### src/rtl/hack_mem_pkg.sv
// Shared memory-side types for the RAM port arbiter: default widths, the owner tag,
// the issue-stage state encoding and a generic memory request record.
package hack_mem_pkg;

  localparam int DEF_ADDR_W       = 14;
  localparam int DEF_DATA_W       = 16;
  localparam int DEF_STARVE_LIMIT = 4;

  typedef enum logic [1:0] {
    OWN_NONE = 2'd0,
    OWN_P0   = 2'd1,
    OWN_P1   = 2'd2
  } owner_e;

  typedef enum logic [1:0] {
    IDLE  = 2'd0,
    BUSY0 = 2'd1,
    BUSY1 = 2'd2
  } state_e;

  typedef struct packed {
    logic                  req;
    logic                  we;
    logic [DEF_ADDR_W-1:0] addr;
    logic [DEF_DATA_W-1:0] wdata;
  } mem_req_t;

  // Which requester owns the access currently presented to the RAM.
  function automatic owner_e owner_of(input state_e s);
    case (s)
      BUSY0:   return OWN_P0;
      BUSY1:   return OWN_P1;
      default: return OWN_NONE;
    endcase
  endfunction

endpackage

### src/rtl/ram_arb_starve_ctr.sv
// Counts consecutive cycles in which port 1 asked but port 0 won; once the count
// reaches STARVE_LIMIT, force_p1 hands the next cycle to port 1.
module ram_arb_starve_ctr #(
  parameter int STARVE_LIMIT = 4
) (
  input  logic clk,
  input  logic reset,
  input  logic p1_req,
  input  logic p0_gnt,
  input  logic p1_gnt,
  output logic force_p1
);

  localparam int CW = $clog2(STARVE_LIMIT + 1);
  localparam logic [CW-1:0] LIMIT = CW'(STARVE_LIMIT);

  logic [CW-1:0] starve_cnt;

  // Any break in port 1's demand, or a win by port 1, restarts the count.
  always_ff @(posedge clk) begin
    if (reset) begin
      starve_cnt <= '0;
    end else if (!p1_req || p1_gnt) begin
      starve_cnt <= '0;
    end else if (p0_gnt && (starve_cnt != LIMIT)) begin
      starve_cnt <= starve_cnt + 1'b1;
    end
  end

  assign force_p1 = (starve_cnt == LIMIT);

endmodule

### src/rtl/ram_port_arbiter.sv
// Shares one clocked single-port RAM between a fixed-priority CPU port (p0) and a
// DMA/scanner port (p1), issuing at most one access per cycle.
module ram_port_arbiter #(
  parameter int ADDR_W       = hack_mem_pkg::DEF_ADDR_W,
  parameter int DATA_W       = hack_mem_pkg::DEF_DATA_W,
  parameter int STARVE_LIMIT = hack_mem_pkg::DEF_STARVE_LIMIT
) (
  input  logic              clk,
  input  logic              reset,

  input  logic              p0_req,
  input  logic              p0_we,
  input  logic [ADDR_W-1:0] p0_addr,
  input  logic [DATA_W-1:0] p0_wdata,
  output logic              p0_gnt,
  output logic              p0_rvalid,
  output logic [DATA_W-1:0] p0_rdata,

  input  logic              p1_req,
  input  logic              p1_we,
  input  logic [ADDR_W-1:0] p1_addr,
  input  logic [DATA_W-1:0] p1_wdata,
  output logic              p1_gnt,
  output logic              p1_rvalid,
  output logic [DATA_W-1:0] p1_rdata,

  output logic [ADDR_W-1:0] ram_address,
  output logic [DATA_W-1:0] ram_in,
  output logic              ram_write,
  input  logic [DATA_W-1:0] ram_out
);

  import hack_mem_pkg::*;

  logic   force_p1;
  state_e state;
  logic   issue_rd;
  owner_e rsp_own;

  ram_arb_starve_ctr #(
    .STARVE_LIMIT(STARVE_LIMIT)
  ) u_starve (
    .clk     (clk),
    .reset   (reset),
    .p1_req  (p1_req),
    .p0_gnt  (p0_gnt),
    .p1_gnt  (p1_gnt),
    .force_p1(force_p1)
  );

  always_comb begin
    p0_gnt = 1'b0;
    p1_gnt = 1'b0;
    if (!reset) begin
      if (force_p1 && p1_req) begin
        p1_gnt = 1'b1;
      end else if (p0_req) begin
        p0_gnt = 1'b1;
      end else if (p1_req) begin
        p1_gnt = 1'b1;
      end
    end
  end

  // Stage 1 (state/issue_rd) tags the access the RAM sees now; stage 2 (rsp_own)
  // tags the cycle its read data appears on ram_out. Reset empties both stages.
  always_ff @(posedge clk) begin
    if (reset) begin
      state       <= IDLE;
      issue_rd    <= 1'b0;
      rsp_own     <= OWN_NONE;
      ram_address <= '0;
      ram_in      <= '0;
      ram_write   <= 1'b0;
    end else begin
      rsp_own <= issue_rd ? owner_of(state) : OWN_NONE;
      if (p0_gnt) begin
        state       <= BUSY0;
        issue_rd    <= !p0_we;
        ram_address <= p0_addr;
        ram_in      <= p0_wdata;
        ram_write   <= p0_we;
      end else if (p1_gnt) begin
        state       <= BUSY1;
        issue_rd    <= !p1_we;
        ram_address <= p1_addr;
        ram_in      <= p1_wdata;
        ram_write   <= p1_we;
      end else begin
        state     <= IDLE;
        issue_rd  <= 1'b0;
        ram_write <= 1'b0;
      end
    end
  end

  // ram_out already comes from the RAM's output register, so it is steered, not re-timed.
  assign p0_rvalid = (rsp_own == OWN_P0);
  assign p1_rvalid = (rsp_own == OWN_P1);
  assign p0_rdata  = p0_rvalid ? ram_out : '0;
  assign p1_rdata  = p1_rvalid ? ram_out : '0;

  a_one_gnt: assert property (@(posedge clk) !(p0_gnt && p1_gnt));
  a_gnt_req: assert property (@(posedge clk) (!p0_gnt || p0_req) && (!p1_gnt || p1_req));

endmodule
### config.mk
export PLATFORM = sky130hd
export DESIGN_NAME = ram_port_arbiter
export DESIGN_NICKNAME = d
export VERILOG_FILES = /design/src/rtl/hack_mem_pkg.sv /design/src/rtl/ram_arb_starve_ctr.sv /design/src/rtl/ram_port_arbiter.sv
export SDC_FILE = /design/constraint.sdc
export NUM_CORES = 1
export LEC_CHECK = 0
export CORE_MARGIN = 8
export CORE_UTILIZATION = 35
export DETAILED_ROUTE_END_ITERATION = 8
export GPL_ROUTABILITY_DRIVEN = 0
export GPL_TIMING_DRIVEN = 0
export PLACE_DENSITY = 0.8
export SYNTH_ARGS = -nofsm -noshare
export SYNTH_HDL_FRONTEND = slang
export SYNTH_SLANG_ARGS = --single-unit
### constraint.sdc
create_clock -name clk -period 1.9 [get_ports clk]
set_input_delay 0.475 -clock clk [delete_from_list [all_inputs] [get_ports clk]]
set_output_delay 0.475 -clock clk [all_outputs]
set_load 0.01 [all_outputs]
; ---- Yosys cells after proc, flatten, opt, wreduce, memory -nomap -nowiden
; Index checks and enable logic that the tools add are counted.
[op_classes]
addsub = 1
eq_ne = 6
n_mux = 20
n_bitwise = 1
reduce_logical = 10
[ops]
columns = op, n
row1 = two-way mux 16 bit, 4
row2 = two-way mux 14 bit, 2
row3 = two-way mux 1 bit, 12
row4 = OR reduction 2 bit, 3
row5 = equality test 2 x 1 -> 1 bit (second input constant), 2
row6 = equality test 2 bit (second input constant), 2
row7 = case mux 2 bit (2 select lines), 1
row8 = adder 3 x 1 -> 3 bit (second input constant), 1
row9 = equality test 3 bit (second input constant), 1
row10 = logical NOT 1 bit, 3
row11 = inequality test 3 bit (second input constant), 1
row12 = logical AND 1 bit, 2
row13 = two-way mux 2 bit, 1
row14 = nonzero test 2 bit, 1
row15 = logical OR 1 bit, 1
row16 = inverter 1 bit, 1
[word_totals]
register_bits = 39
inputBits = 82
output_inout_bits = 67
elab_cells = 46

; ---- Longest topological paths before layout
[depth]
ltp_word = 6
mapped_depth = 6
ltp_nobuf = 5

; ---- By module
; A second synthesis with hierarchy kept.
[hier_totals]
hier_cells = 184
area_unflattened_um2 = 2034.5
[modules_own_cells]
columns = module, n_inst, cells_each, area_per_inst_um2, seq_area_each_um2
row1 = ram_port_arbiter, 1, 165, 1828.0, 720.7
row2 = ram_arb_starve_ctr, 1, 19, 206.4, 60.1

; ---- Worst setup path before layout
; Ideal clock, no wire load.
[synth_path]
path_type = register to output
start = register u_starve.starve_cnt[0]
end = output port p0_gnt
t_arrival_ns = 1.167
required_ns = 1.425
path_slack_ns = 0.258
stages_incl_launch_ff = 6
path_buffers = 1
cell_sequence = dfxtp_1 inv_1 ha_1 and3_2 buf_4 nor2_1
[synth_via]
elab_chain_cells = 4
[synth_rtl]
columns = item, line
row1 = "start, declared", ram_arb_starve_ctr.sv:17  ; logic [CW-1:0] starve_cnt;
row2 = "start signal, assigned", ram_arb_starve_ctr.sv:26  ; starve_cnt <= starve_cnt + 1'b1;
row3 = equality test 3 bit, ram_arb_starve_ctr.sv:30  ; assign force_p1 = (starve_cnt == LIMIT);
row4 = logical AND 1 bit, ram_port_arbiter.sv:55  ; if (force_p1 && p1_req) begin
row5 = two-way mux 1 bit, ram_port_arbiter.sv:55
row6 = two-way mux 1 bit, ram_port_arbiter.sv:54  ; if (!reset) begin
row7 = "end, declared", ram_port_arbiter.sv:15  ; output logic p0_gnt,
; Every way passes these cells.

; ---- Worst setup path after layout
[layout_path]
start = register rsp_own[1]
end = output port p1_rdata[7]
[layout_via]
elab_chain_cells = 2
[layout_rtl]
columns = item, line
row1 = "start, declared", ram_port_arbiter.sv:38  ; owner_e rsp_own;
row2 = "start signal, assigned", ram_port_arbiter.sv:76  ; rsp_own <= issue_rd ? owner_of(state) : OWN_NONE;
row3 = equality test 2 bit, ram_port_arbiter.sv:99  ; assign p1_rvalid = (rsp_own == OWN_P1);
row4 = two-way mux 16 bit, ram_port_arbiter.sv:101  ; assign p1_rdata = p1_rvalid ? ram_out : '0;
row5 = "end, declared", ram_port_arbiter.sv:25  ; output logic [DATA_W-1:0] p1_rdata,
; Every way passes these cells.

==> qor.yml <==
avgSynthCellArea_sq_um: 8.57
fin_crit_sh_pct: 97.0
grt_pass1_wl_mm: 12.5
slowest_delay_ns: 0.35
hold_buffers: 0
ys_ff_latch: 39
crit_type: "register to primary output"
max-vdd-ir-drop_mv: 0.435
routed_wl_mm: 8.19
syn_area_sq_um: 2140
ff2ff_path_depth: 7
grt_pass1_vias: 2494
hp-start: "state[0]"
drc: 0
num_vias: 2492
clock_path_buffers: 2
p_per_area_nw_per_um2: 528
finClkSkew_ns: 0.0105
io-pin-count: 149
insertion_delay_ns: 0.29
p_leak_nw: 1.56
min_to: "rsp_own[1]"
avgViaCountPerCell: 5.14
hpwl_mm: 6.39
synth_top_family_by_area: "compound AO/OA/AOI/OAI gates"
synth_fa_ha_area_share_pct: 1.17
syn-num-nets: 334
root_buffer: "clkbuf_8"
wl_per_cell_um: 16.9
finalHoldWorstSlack_ns: 0.405
h-tree-depth: 2
fp.dieW_um: 94.3
synth.lib_cells_used.distinct: 28
critPathMaxFanout: 10
synth_xor_xnor_area_share_pct: 0
regArea_sq_um: 785
synthArstFlopShare_pct: 0
reg2reg_to: "ram_in[4]"
die_h_um: 94.3
worst_slew_pin_slew_ns: 0.737
cts_inserted_buffers: 5
die_area_sq_um: 8880
start_util_pct: 36.2
clk_pin_slew_ns: 0.07
r2r-start: "u_starve.starve_cnt[0]"
synth_edf_count: 0
track_usage_pct: 17.5
synthToLayoutAreaGrowth_pct: 79.3
max_freq_mhz: 543
rows: 28
first_pass_iters: 4
slew_headroom_pct: 50.8
fin_tns_setup_ns: 0
crit_chain: "nor2b_4 -> clkbuf_4 -> and2_1 -> clkdlybuf4s15_1"
status: "complete, no violations"
drtAntennaViolNets: 0
antenna_found_initial: 1
yosysSeqAreaShare_pct: 36.4
synth_compound_area_share_pct: 34.8
fp.coreArea_sq_um: 5920
period_needed_ns: 1.84
fillers: 541
cp-start-kind: "register"
synthFlopType: "dfxtp_1"
synth_cells: 250
cp.arrival_ns: 1.37
hold_viol: 0
cts_tree: "done"
cts.sinks: 39
grt_max_degree: 16
min_path_cells: 1
crit_slowest_cell: "dfxtp_2"
report.final.slew_viol_count: 0
crit_required_ns: 1.42
synthMuxAreaShare_pct: 0.467
synth_simple_gate_area_share_pct: 20.3
drtIter0Drc: 81
cp-end-kind: "primary output"
gr-total-overflow: 0
drive_gt1_share_pct: 17.8
min_path_type: "register to register"
ys_warn_count: 0
reg2reg_slack_ns: 0.38
multi_input_area_sq_um: 1260
setup_viol: 0
final_nets: 492
portBuffers: 147
maxCapViolations: 0
[Yosys cell counts, types with 2 or more instances]
master / n / area, sq um
a211oi_1: 3 / 22.5
a211oi_2: 27 / 338
a21o_1: 2 / 15.0
a21oi_1: 3 / 15.0
a31oi_1: 30 / 188
and2_1: 32 / 200
buf_2: 12 / 60.1
buf_4: 6 / 45.0
clkbuf_1: 7 / 26.3
dfxtp_1: 39 / 781
ha_1: 2 / 25.0
inv_1: 4 / 15.0
nand2_1: 2 / 7.51
nand3_1: 3 / 15.0
nor2_1: 35 / 131
nor2b_1: 2 / 12.5
nor4bb_1: 2 / 20.0
o21ai_0: 5 / 25.0
o21ai_1: 25 / 125
[sequential cells by signal, summed over array words and instances (netlist names)]
name / count
u_starve.starve_cnt: 3
ram_in: 16
ram_write: 1
issue_rd: 1
ram_address: 14
state: 2
rsp_own: 2
[worst max path at each step]
stage                           start          end  cells past startpoint
2_1_floorplan  u_starve.starve_cnt[0]       p0_gnt                      5
5_1_grt                         reset       p0_gnt                      4
3_3_place_gp                   p1_req       p0_gnt                      5
4_1_cts        u_starve.starve_cnt[0]       p0_gnt                      6
6_report                   rsp_own[1]  p1_rdata[7]                      4
3_5_place_dp                   p1_req       p0_gnt                      5
[kinds of logic (layout without fill, tap and decap cells)]
group                      count (synthesis)  in the layout
AOI/OAI and AO/OA                         97             97
adders and majority gates                  2              2
buffers and inverters                     29            188
DFF                                       39             39
muxes                                      1              1
other                                      0              1
and+or+nand+nor                           82             82
[critical path, delay by kind of cell, from the launching register on]
family | cells | cell delay (ns)
and+or+nand+nor | 2 | 0.28
DFF | 1 | 0.35
buffers and inverters | 2 | 0.45
[through the flow]
stage	util [%]	instance area, sq um	setup WS (ns)	std cells	total power (W)
floorplan	-	2140	0.258	250	0.00116
finish	64.9	3840	0.0572	485	0.00203
CTS	64.5	3820	-0.00310	482	0.00204
global placement	62.6	3710	-0.723	472	0.00149
global route	64.9	3840	-0.00907	485	0.00212
detailed placement	62.6	3710	-0.724	472	0.00150
[where the power goes]
group | internal, W | switching, W | total (W)
combinational | 0.000336 | 0.000240 | 0.000576
sequential | 0.000874 | 0.0000285 | 0.000902
clock | 0.000258 | 0.000292 | 0.000550
total | 0.00147 | 0.000560 | 0.00203
[what timing repair did]
item / in CTS / in global routing
pin swaps: 2 / 0
resized for setup: 67 / 9
endpoints found under the setup margin: 36 / 10
setup buffers: 3 / 3
[metal layers]
metal  track usage (%)  wire length (um)
met2              28.9              3780
met5                 0                 0
met3              6.16              1060
met1              21.0              3240
met4              3.96               101
[layout make-up]
| cell class | count | area share (%) |
|---|---|---|
| Buffer | 23 | 3.39 |
| Inverter | 4 | 0.391 |
| Timing Repair Buffer | 153 | 38.4 |
| Clock inverter | 1 | 0.130 |
| Tap cell | 75 | 2.44 |
| Antenna cell | 1 | 0.0651 |
| Sequential cell | 39 | 20.4 |
| Clock buffer | 7 | 1.99 |
| Multi-Input combinational cell | 182 | 32.7 |
[layout by cell type, fill, tap and decap left out, types with 3 or more instances in the layout]
cell and n:
and2_1 32, dlygate4sd2_1 24, clkdlybuf4s50_1 109, nand3_1 3, nor2b_4 3, a211oi_2 27
clkbuf_1 7, clkdlybuf4s15_1 11, dfxtp_2 3, o21ai_0 5, o21ai_1 25, a211oi_1 3
inv_1 3, dfxtp_1 36, buf_4 10, clkbuf_8 5, buf_2 13, a31oi_1 30
nor2_1 35
No activity file was read; power rests on OpenSTA's default activity.
